`config.mk`:
```
export PLATFORM = sky130hd
export DESIGN_NAME = ras_stack
export DESIGN_NICKNAME = d
export VERILOG_FILES = /design/src/rtl/ras_stack.sv
export SDC_FILE = /design/constraint.sdc
export NUM_CORES = 1
export LEC_CHECK = 0
export CAP_MARGIN = 20
export CORE_ASPECT_RATIO = 2
export CORE_UTILIZATION = 56
export DETAILED_ROUTE_END_ITERATION = 10
export GPL_TIMING_DRIVEN = 0
export PLACE_DENSITY = 0.77
export SETUP_SLACK_MARGIN = 0.1
export SKIP_CTS_REPAIR_TIMING = 1
export SLEW_MARGIN = 20
export SYNTH_ARGS = -nofsm -noshare
export SYNTH_HDL_FRONTEND = slang
export SYNTH_SLANG_ARGS = --single-unit
```
`constraint.sdc`:
```
create_clock -name clk -period 3.8 [get_ports clk]
set_clock_uncertainty 0.15 [all_clocks]
set_input_delay 0.38 -clock clk [delete_from_list [all_inputs] [get_ports clk]]
set_output_delay 0.38 -clock clk [all_outputs]
set_load 0.01 [all_outputs]
```
`src/rtl/ras_stack.sv`:
```
// Return-address stack: circular array with top-of-stack pointer, occupancy count,
// write-first registered top. Optional checkpoint/restore enabled by RAS_CKPT_EN.
module ras_stack #(
    parameter int unsigned DEPTH = 16,
    parameter int unsigned WIDTH = 32,
    parameter int unsigned OFS   = 0,
    parameter int unsigned INCR  = 0,
    localparam int unsigned PW   = $clog2(DEPTH),
    localparam int unsigned CW   = PW + 1
) (
    input  logic             clk,
    input  logic             rst,
    input  logic             push_i,
    input  logic [WIDTH-1:0] push_addr_i,
    input  logic             pop_i,
    input  logic             restore_i,
    input  logic [PW+CW-1:0] restore_ckpt_i,
    output logic [PW+CW-1:0] ckpt_o,
    output logic [WIDTH-1:0] top_o,
    output logic             top_valid_o,
    output logic             empty_o,
    output logic             full_o,
    output logic [CW-1:0]    count_o,
    output logic             overflow_o,
    output logic             underflow_o
);

    typedef logic [WIDTH-1:0] mem_t [DEPTH];

    function automatic mem_t init_mem();
        mem_t m;
        for (int unsigned i = 0; i < DEPTH; i++) begin
            m[PW'(i)] = WIDTH'(OFS + i * INCR);
        end
        return m;
    endfunction

    // Power-up contents only; neither reset nor restore ever clears the array.
    mem_t mem = init_mem();

    logic [PW-1:0] ptr_q, ptr_n;
    logic [CW-1:0] cnt_q, cnt_n;
    logic          wr_en;
    logic [PW-1:0] wr_idx;
    logic          chg;
    logic          ovf_n, unf_n;
    logic          full_c;

    assign full_c  = (cnt_q == CW'(DEPTH));
    assign full_o  = full_c;
    assign empty_o = (cnt_q == '0);
    assign count_o = cnt_q;

`ifdef RAS_CKPT_EN
    assign ckpt_o = {ptr_q, cnt_q};
`else
    assign ckpt_o = '0;
    wire unused_restore = ^{restore_i, restore_ckpt_i};
`endif

    // Next pointer/count and the single array write for this cycle.
    always_comb begin
        ptr_n  = ptr_q;
        cnt_n  = cnt_q;
        wr_en  = 1'b0;
        wr_idx = ptr_q;
        chg    = 1'b0;
        ovf_n  = 1'b0;
        unf_n  = 1'b0;
`ifdef RAS_CKPT_EN
        if (restore_i) begin
            {ptr_n, cnt_n} = restore_ckpt_i;
            chg            = 1'b1;
        end else
`endif
        if (push_i && pop_i) begin
            wr_en = 1'b1;
            chg   = 1'b1;
        end else if (push_i) begin
            ptr_n  = ptr_q + PW'(1);
            wr_idx = ptr_q + PW'(1);
            wr_en  = 1'b1;
            chg    = 1'b1;
            if (full_c) begin
                ovf_n = 1'b1;
            end else begin
                cnt_n = cnt_q + CW'(1);
            end
        end else if (pop_i) begin
            if (cnt_q == '0) begin
                unf_n = 1'b1;
            end else begin
                ptr_n = ptr_q - PW'(1);
                cnt_n = cnt_q - CW'(1);
                chg   = 1'b1;
            end
        end
    end

    always_ff @(posedge clk) begin
        if (!rst && wr_en) begin
            mem[wr_idx] <= push_addr_i;
        end
    end

    // Any write lands on the new top, so the pushed value bypasses the array.
    always_ff @(posedge clk) begin
        if (rst) begin
            ptr_q       <= '0;
            cnt_q       <= '0;
            top_o       <= '0;
            top_valid_o <= 1'b0;
            overflow_o  <= 1'b0;
            underflow_o <= 1'b0;
        end else begin
            ptr_q       <= ptr_n;
            cnt_q       <= cnt_n;
            top_valid_o <= (cnt_n != '0);
            overflow_o  <= ovf_n;
            underflow_o <= unf_n;
            if (chg) begin
                top_o <= wr_en ? push_addr_i : mem[ptr_n];
            end
        end
    end

endmodule
```
==> flow_summary.json, run 1 <==
{
  "synth-seq-area-share_pct": 58.7,
  "grt_pass1_wl_um": 125000,
  "critical_path_class": "flop to flop",
  "placed_cells": 2996,
  "gp_congestion": 0.989,
  "p_sw_mw": 5.02,
  "min_period_ps": 3740,
  "final_common_cell": "edfxtp_1",
  "powerDensity_nw_per_um2": 496,
  "fin_crit_sh_pct": 98.4,
  "hold_class": "input pin to flop",
  "synth_largest_area_cell": "edfxtp_1",
  "dpl-instance-area_um2": 29800,
  "cts.clk_slew.worst_paths_ps": 60,
  "ys_seq_elements": 556,
  "finalSetupTns_ps": 0,
  "drt_iter0_drc": 1989,
  "core-area_um2": 49100,
  "drc": 1,
  "most-common-layout-cells": "512 x edfxtp_1, 396 x nand2_1, 385 x mux2i_1, 137 x o21ai_0, 133 x a21oi_1",
  "multi_input_area_um2": 11100,
  "worstMarginPinSlew_ps": 1170,
  "cp.required_ps": 4110,
  "htree_levels": 2,
  "grt_max_degree": 25,
  "p_total_mw": 16.0,
  "synth_area_per_cell_um2": 12.3,
  "syn_to_final_growth_pct": 16.6,
  "num_rows": 115,
  "outcome": "complete, but fails checks",
  "cp-end-kind": "flop",
  "netlist.area_leader.share_pct": 55.5,
  "clock_latency_ps": 600,
  "grt_pass1_vias": 20200,
  "drv_slew": 0,
  "fp.dieH_um": 317,
  "min_path_cells": 2,
  "p_leak_nw": 10.7,
  "overflow": 0,
  "power_frac_clock_pct": 30.8,
  "wire_per_inst_um": 28.1,
  "pwr-share-seq_pct": 43.3,
  "p_int_mw": 11.0,
  "drv_cap": 0,
  "violations": "DRC",
  "synth.distinct_cells": 45,
  "initial_core_util_pct": 56.5,
  "nFillCells": 3561,
  "hp-start": "rst",
  "worstPathArrival_ps": 4050,
  "cts.sinks": 556,
  "final_net_count": 2489,
  "p_sw_share_pct": 31.3,
  "reg2reg_to": "top_o[6]",
  "seq_area_um2": 16300,
  "finalNonFillerCells": 3121,
  "ff2ff_path_depth": 15,
  "vias": 20100,
  "antenna_cells": 0,
  "firstDrtPassIters": 9,
  "rrSetupSlack_ps": 60,
  "start_kind": "flop",
  "synth.area.top_cells": "edfxtp_1 55%, mux2i_1 14%, nand2_1 5.4%",
  "portBuffers": 76,
  "die_x_um": 159,
  "cts_tree": "yes",
  "hold_viol_final": 0,
  "fp.dieArea_um2": 50400,
  "worstPathMaxFanout": 10,
  "mappedNetlistArea_um2": 27700,
  "setup_viol": 0,
  "io-pin-count": 97,
  "layout-drive-gt1-share_pct": 19.6,
  "clockRootBuffer": "clkbuf_16",
  "holdPathEnd": "count_o[2]",
  "grtUsageTotal_pct": 34.3,
  "combPwrFrac_pct": 25.9,
  "fmax_mhz": 267,
  "timing.slew.headroom_pct": 22.0,
  "via_per_inst": 6.43,
  "fin_area_um2": 32300,
  "syn_inst": 2253,
  "ir_drop_uv": 410,
  "cts_buffers": 49,
  "grt_antenna_before_repair": 0,
  "utilization_pct": 65.9,
  "yosysWarnings": 0,
  "dp_hpwl_um": 61800,
  "reg2reg_from": "ptr_q[0]",
  "wl_um": 87700,
  "ant_nets": 0,
  "cts_buffer_depth": 3
}
stage by stage:
stage	hold WS (ps)	worst slack [ps]
after global placement	325	-2640
after CTS	38.6	-1600
after global routing	98.5	-40.8
after detailed placement	324	-1550
final	75.1	60.1
after floorplan	329	-305
layout make-up:
class                           count  area share (%)
Multi-Input combinational cell   1509            34.4
Inverter                            8           0.105
Clock inverter                     27           0.670
Sequential cell                   556            50.3
Timing Repair Buffer              127            4.78
Tap cell                          643            2.49
Clock buffer                       63            4.08
Buffer                            188            3.24
synth_stat cells, drive strengths merged:
| cell | n |
|---|---|
| xnor2 | 4 |
| nor4 | 32 |
| nand3 | 2 |
| a2111oi | 1 |
| or2 | 1 |
| mux2i | 385 |
| a211oi | 129 |
| mux2 | 128 |
| a31oi | 3 |
| ha | 4 |
| and3 | 3 |
| edfxtp | 512 |
| a21oi | 139 |
| buf | 99 |
| a22oi | 33 |
| nand2b | 3 |
| a32oi | 2 |
| conb | 1 |
| xor2 | 3 |
| inv | 8 |
| nor2b | 4 |
| mux4 | 1 |
| o22ai | 24 |
| a32o | 1 |
| or2b | 1 |
| o21ai | 152 |
| or4b | 1 |
| o311ai | 1 |
| nand4 | 2 |
| nand2 | 396 |
| nor3b | 2 |
| dfxtp | 44 |
| and4b | 1 |
| clkbuf | 89 |
| or3 | 1 |
| nor2 | 31 |
| nor3 | 10 |
how the worst max path moves through the flow:
stage / startpoint / to / slack, ps
after global routing: ptr_q[0] / top_o[7] / -40
after global placement: ptr_q[0] / mem[6][30] / -2640
final: ptr_q[0] / top_o[6] / 60
after CTS: ptr_q[0] / top_o[21] / -1600
after floorplan: ptr_q[0] / mem[10][0] / -300
after detailed placement: ptr_q[0] / top_o[21] / -1550
logic make-up (layout without fill, tap and decap cells):
kind of cell             after synthesis  count (layout)  synth area share (%)
AND/OR/NAND/NOR                      490             490                  7.20
XOR/XNOR                               7               7                 0.248
AO/OA/AOI/OAI                        485             485                  11.1
flip-flops                           556             556                  58.7
buffers and inverters                196             413                  3.43
other                                  1               9                0.0135
multiplexers                         514             514                  19.2
adder cells (fa/ha/maj)                4               4                 0.181
sequential cells by signal (all words and copies together) (netlist names):
name / flops
mem: 512
top_o: 32
count_o: 5
ptr_q: 4
overflow_o: 1
top_valid_o: 1
underflow_o: 1
critical path: stages (launching register included):
cell and delay (ps):
dfxtp_1 360, buf_6 190, buf_8 180, buf_6 180, buf_8 180, clkinvlp_4 150, ha_4 290, mux2i_1 170
nor2_1 110, a21oi_4 170, buf_12 150, buf_4 280, buf_4 290, a211oi_2 170, nor4_2 430, o22ai_1 140
power by group through the flow:
| stage | logic [mW] | registers [mW] | clock network, mW |
|---|---|---|---|
| after floorplan | 2.34 | 7.07 | 0 |
| after CTS | 3.77 | 6.94 | 4.95 |
| after global placement | 3.62 | 7.07 | 0 |
| after detailed placement | 3.75 | 7.08 | 0 |
| final | 4.15 | 6.95 | 4.94 |
| after global routing | 4.35 | 6.96 | 5.17 |
layer usage:
metal,part of all wire [%],track usage [%],up-vias
met1,32,34.9,9808
met2,50,58.8,1099
met3,6.4,4.64,350
li1,-,-,8825
met5,0,0,-
met4,11,36.8,0
(Power assumes the default switching activity.)
==> run 2, diff against run 1 <==
--- a/config.mk
+++ b/config.mk
@@ -7,6 +7,7 @@
 export LEC_CHECK = 0
 export CAP_MARGIN = 20
 export CORE_ASPECT_RATIO = 2
+export CORE_MARGIN = 10
 export CORE_UTILIZATION = 56
 export DETAILED_ROUTE_END_ITERATION = 10
 export GPL_TIMING_DRIVEN = 0
==> run 2 against run 1 <==
  * The run now ends clean
  * Design area increased by 0.14%
  * Core utilization increased by 0.094 points
  * Cell count increased by 0.16%
  * Combinational power about the same
  * Hold slack improved by 3.7 ps
  * Fmax decreased by 0.22%
  * Flip-flop and latch count unchanged
  * Largest cell class unchanged
  * Register-to-register slack about the same
  * Critical path type unchanged
  * Non-clock buffer count increased by 10
  * Highest routed layer unchanged
  * Critical path depth decreased by 4
==> flow_summary.json, run 2 (synthesis results as in run 1) <==
{
  "powerDensity_nw_per_um2": 492,
  "path_cells": "buf_6 > buf_8 > buf_2 > buf_2 > nand2_1 > o21ai_0 > o22ai_1 > a21oi_1 > nor2_4 > buf_12 > buf_16",
  "worstPathMaxFanout": 18,
  "gr-usage-met3_pct": 4.28,
  "cts.sinks": 556,
  "htree_levels": 2,
  "clockRootBuffer": "clkbuf_16",
  "critical_path_class": "flop to flop",
  "initial_core_util_pct": 56.5,
  "setup_viol": 0,
  "cpPeakStageDelay_ps": 720,
  "reg2reg_from": "ptr_q[0]",
  "grtUsageMet2_pct": 47.6,
  "hold_viol_final": 0,
  "rrSetupSlack_ps": 50,
  "cts_tree": "yes",
  "clock_latency_ps": 600,
  "grt_util_met1_pct": 29.9,
  "wire_per_inst_um": 28.2,
  "regMostFlops": "mem",
  "fp.dieArea_um2": 59300,
  "rsz0062_at_grt": "true",
  "p_leak_nw": 10.7,
  "layout-drive-gt1-share_pct": 19.1,
  "syn_to_final_growth_pct": 16.8,
  "cp_common_cell": "buf_2",
  "reg2reg_to": "mem[4][30]",
  "worstPathArrival_ps": 3940,
  "cts.clk_slew.worst_paths_ps": 70,
  "grt_max_degree": 24,
  "num_rows": 115,
  "fmax_mhz": 267,
  "grt.busiest_layer": "met2",
  "grt_pass1_wl_um": 127000,
  "cts_buffers": 47,
  "hp-start": "rst",
  "slowest_stage": "a21oi_1",
  "drv_slew": 0,
  "outcome": "finished, final reports clean",
  "final_net_count": 2497,
  "timing.slew.headroom_pct": 22.9,
  "drv_cap": 0,
  "largest_reg_flops": 512,
  "nFillCells": 3639,
  "ff2ff_path_depth": 11,
  "dp_hpwl_um": 62600,
  "gp_congestion": 0.969,
  "start_kind": "flop",
  "firstDrtPassIters": 6,
  "die_x_um": 177,
  "drc": 0,
  "cp-end-kind": "flop",
  "fin_area_um2": 32400,
  "cts_buffer_depth": 3,
  "most-common-layout-cells": "512 x edfxtp_1, 396 x nand2_1, 385 x mux2i_1, 136 x o21ai_0, 136 x a21oi_1",
  "drt_iter0_drc": 2109,
  "hold_class": "input pin to flop",
  "fp.dieH_um": 335,
  "core-area_um2": 49100,
  "vias": 20300,
  "placed_cells": 2996,
  "ant_nets": 0,
  "ir_drop_uv": 311,
  "via_per_inst": 6.49,
  "wl_um": 88100,
  "grtUsageTotal_pct": 28.9,
  "p_total_mw": 15.9,
  "worstMarginPinSlew_ps": 1150,
  "portBuffers": 76,
  "min_period_ps": 3750,
  "cp.required_ps": 4000,
  "dpl-instance-area_um2": 29800,
  "finalSetupTns_ps": 0,
  "final_common_cell": "edfxtp_1",
  "grt_pass1_vias": 20200,
  "fin_crit_sh_pct": 98.6,
  "grt_antenna_before_repair": 0,
  "endpoint": "mem[4][30]",
  "critPathLaunch": "ptr_q[0]",
  "io-pin-count": 97,
  "overflow": 0,
  "finalNonFillerCells": 3126
}
==> run 2: cell types whose count changed in the layout (fill, tap and decap cells not counted), sizes merged <==
cell | before | now
clkbuf | 156 | 158
diode | 0 | 1
clkinv | 19 | 18
buf | 146 | 153
inv | 9 | 7
clkinvlp | 4 | 2
==> run 2: worst min path at each step <==
stage	slack [ps]	cells past startpoint	endpoint
2_1_floorplan	330	0	mem[0][0]
3_3_place_gp	330	2	top_o[28]
3_5_place_dp	330	2	top_o[30]
4_1_cts	80	2	count_o[2]
5_1_grt	150	2	count_o[2]
6_report	80	2	count_o[2]
==> run 2: per-stage QoR <==
step                worst slack (ps)  hold slack (ps)  utilization [%]
floorplan                       -305              329                -
global placement               -2530              327             59.8
detailed placement             -1570              326             60.8
CTS                            -1620             81.3             63.7
global route                    -112              146             66.0
finish                          51.7             78.9             66.0
==> run 2: cell type report <==
class	instances	area (um2)	share of cell area, %
buffer	188	1050	3.24
tap	643	805	2.49
clock buffer	62	1280	3.97
antenna	1	2.50	0.00773
timing repair buffer	137	1650	5.11
clock inverter	22	178	0.549
sequential	556	16300	50.2
multi-input combinational	1509	11100	34.3
inverter	8	33.8	0.104
==> run 2: report_power, final <==
part / leakage [nW] / switching (mW) / internal [mW]
Clock: 0.713 / 2.24 / 2.58
Combinational: 5.02 / 2.64 / 1.52
Sequential: 4.98 / 0.106 / 6.85
Total: 10.7 / 4.98 / 10.9
==> run 2: worst max-delay path: cells and delay by family (launching register included) <==
family / cells / cell delay, ps
AND/OR/NAND/NOR: 2 / 350
buffers and inverters: 6 / 1550
AO/OA/AOI/OAI: 3 / 1030
flip-flops: 1 / 360
==> run 2: per-layer routing <==
layer	vias up	share of wire (%)
met5	-	0
met4	0	12
met3	354	6.7
met2	1111	49
met1	9978	32
li1	8840	-
==> run 3, diff against run 2 <==
--- a/config.mk
+++ b/config.mk
@@ -7,7 +7,6 @@
 export LEC_CHECK = 0
 export CAP_MARGIN = 20
 export CORE_ASPECT_RATIO = 2
-export CORE_MARGIN = 10
 export CORE_UTILIZATION = 56
 export DETAILED_ROUTE_END_ITERATION = 10
 export GPL_TIMING_DRIVEN = 0
==> results of run 3 <==
Same layout as run 1: the final DEF is identical, and so are final timing and power.
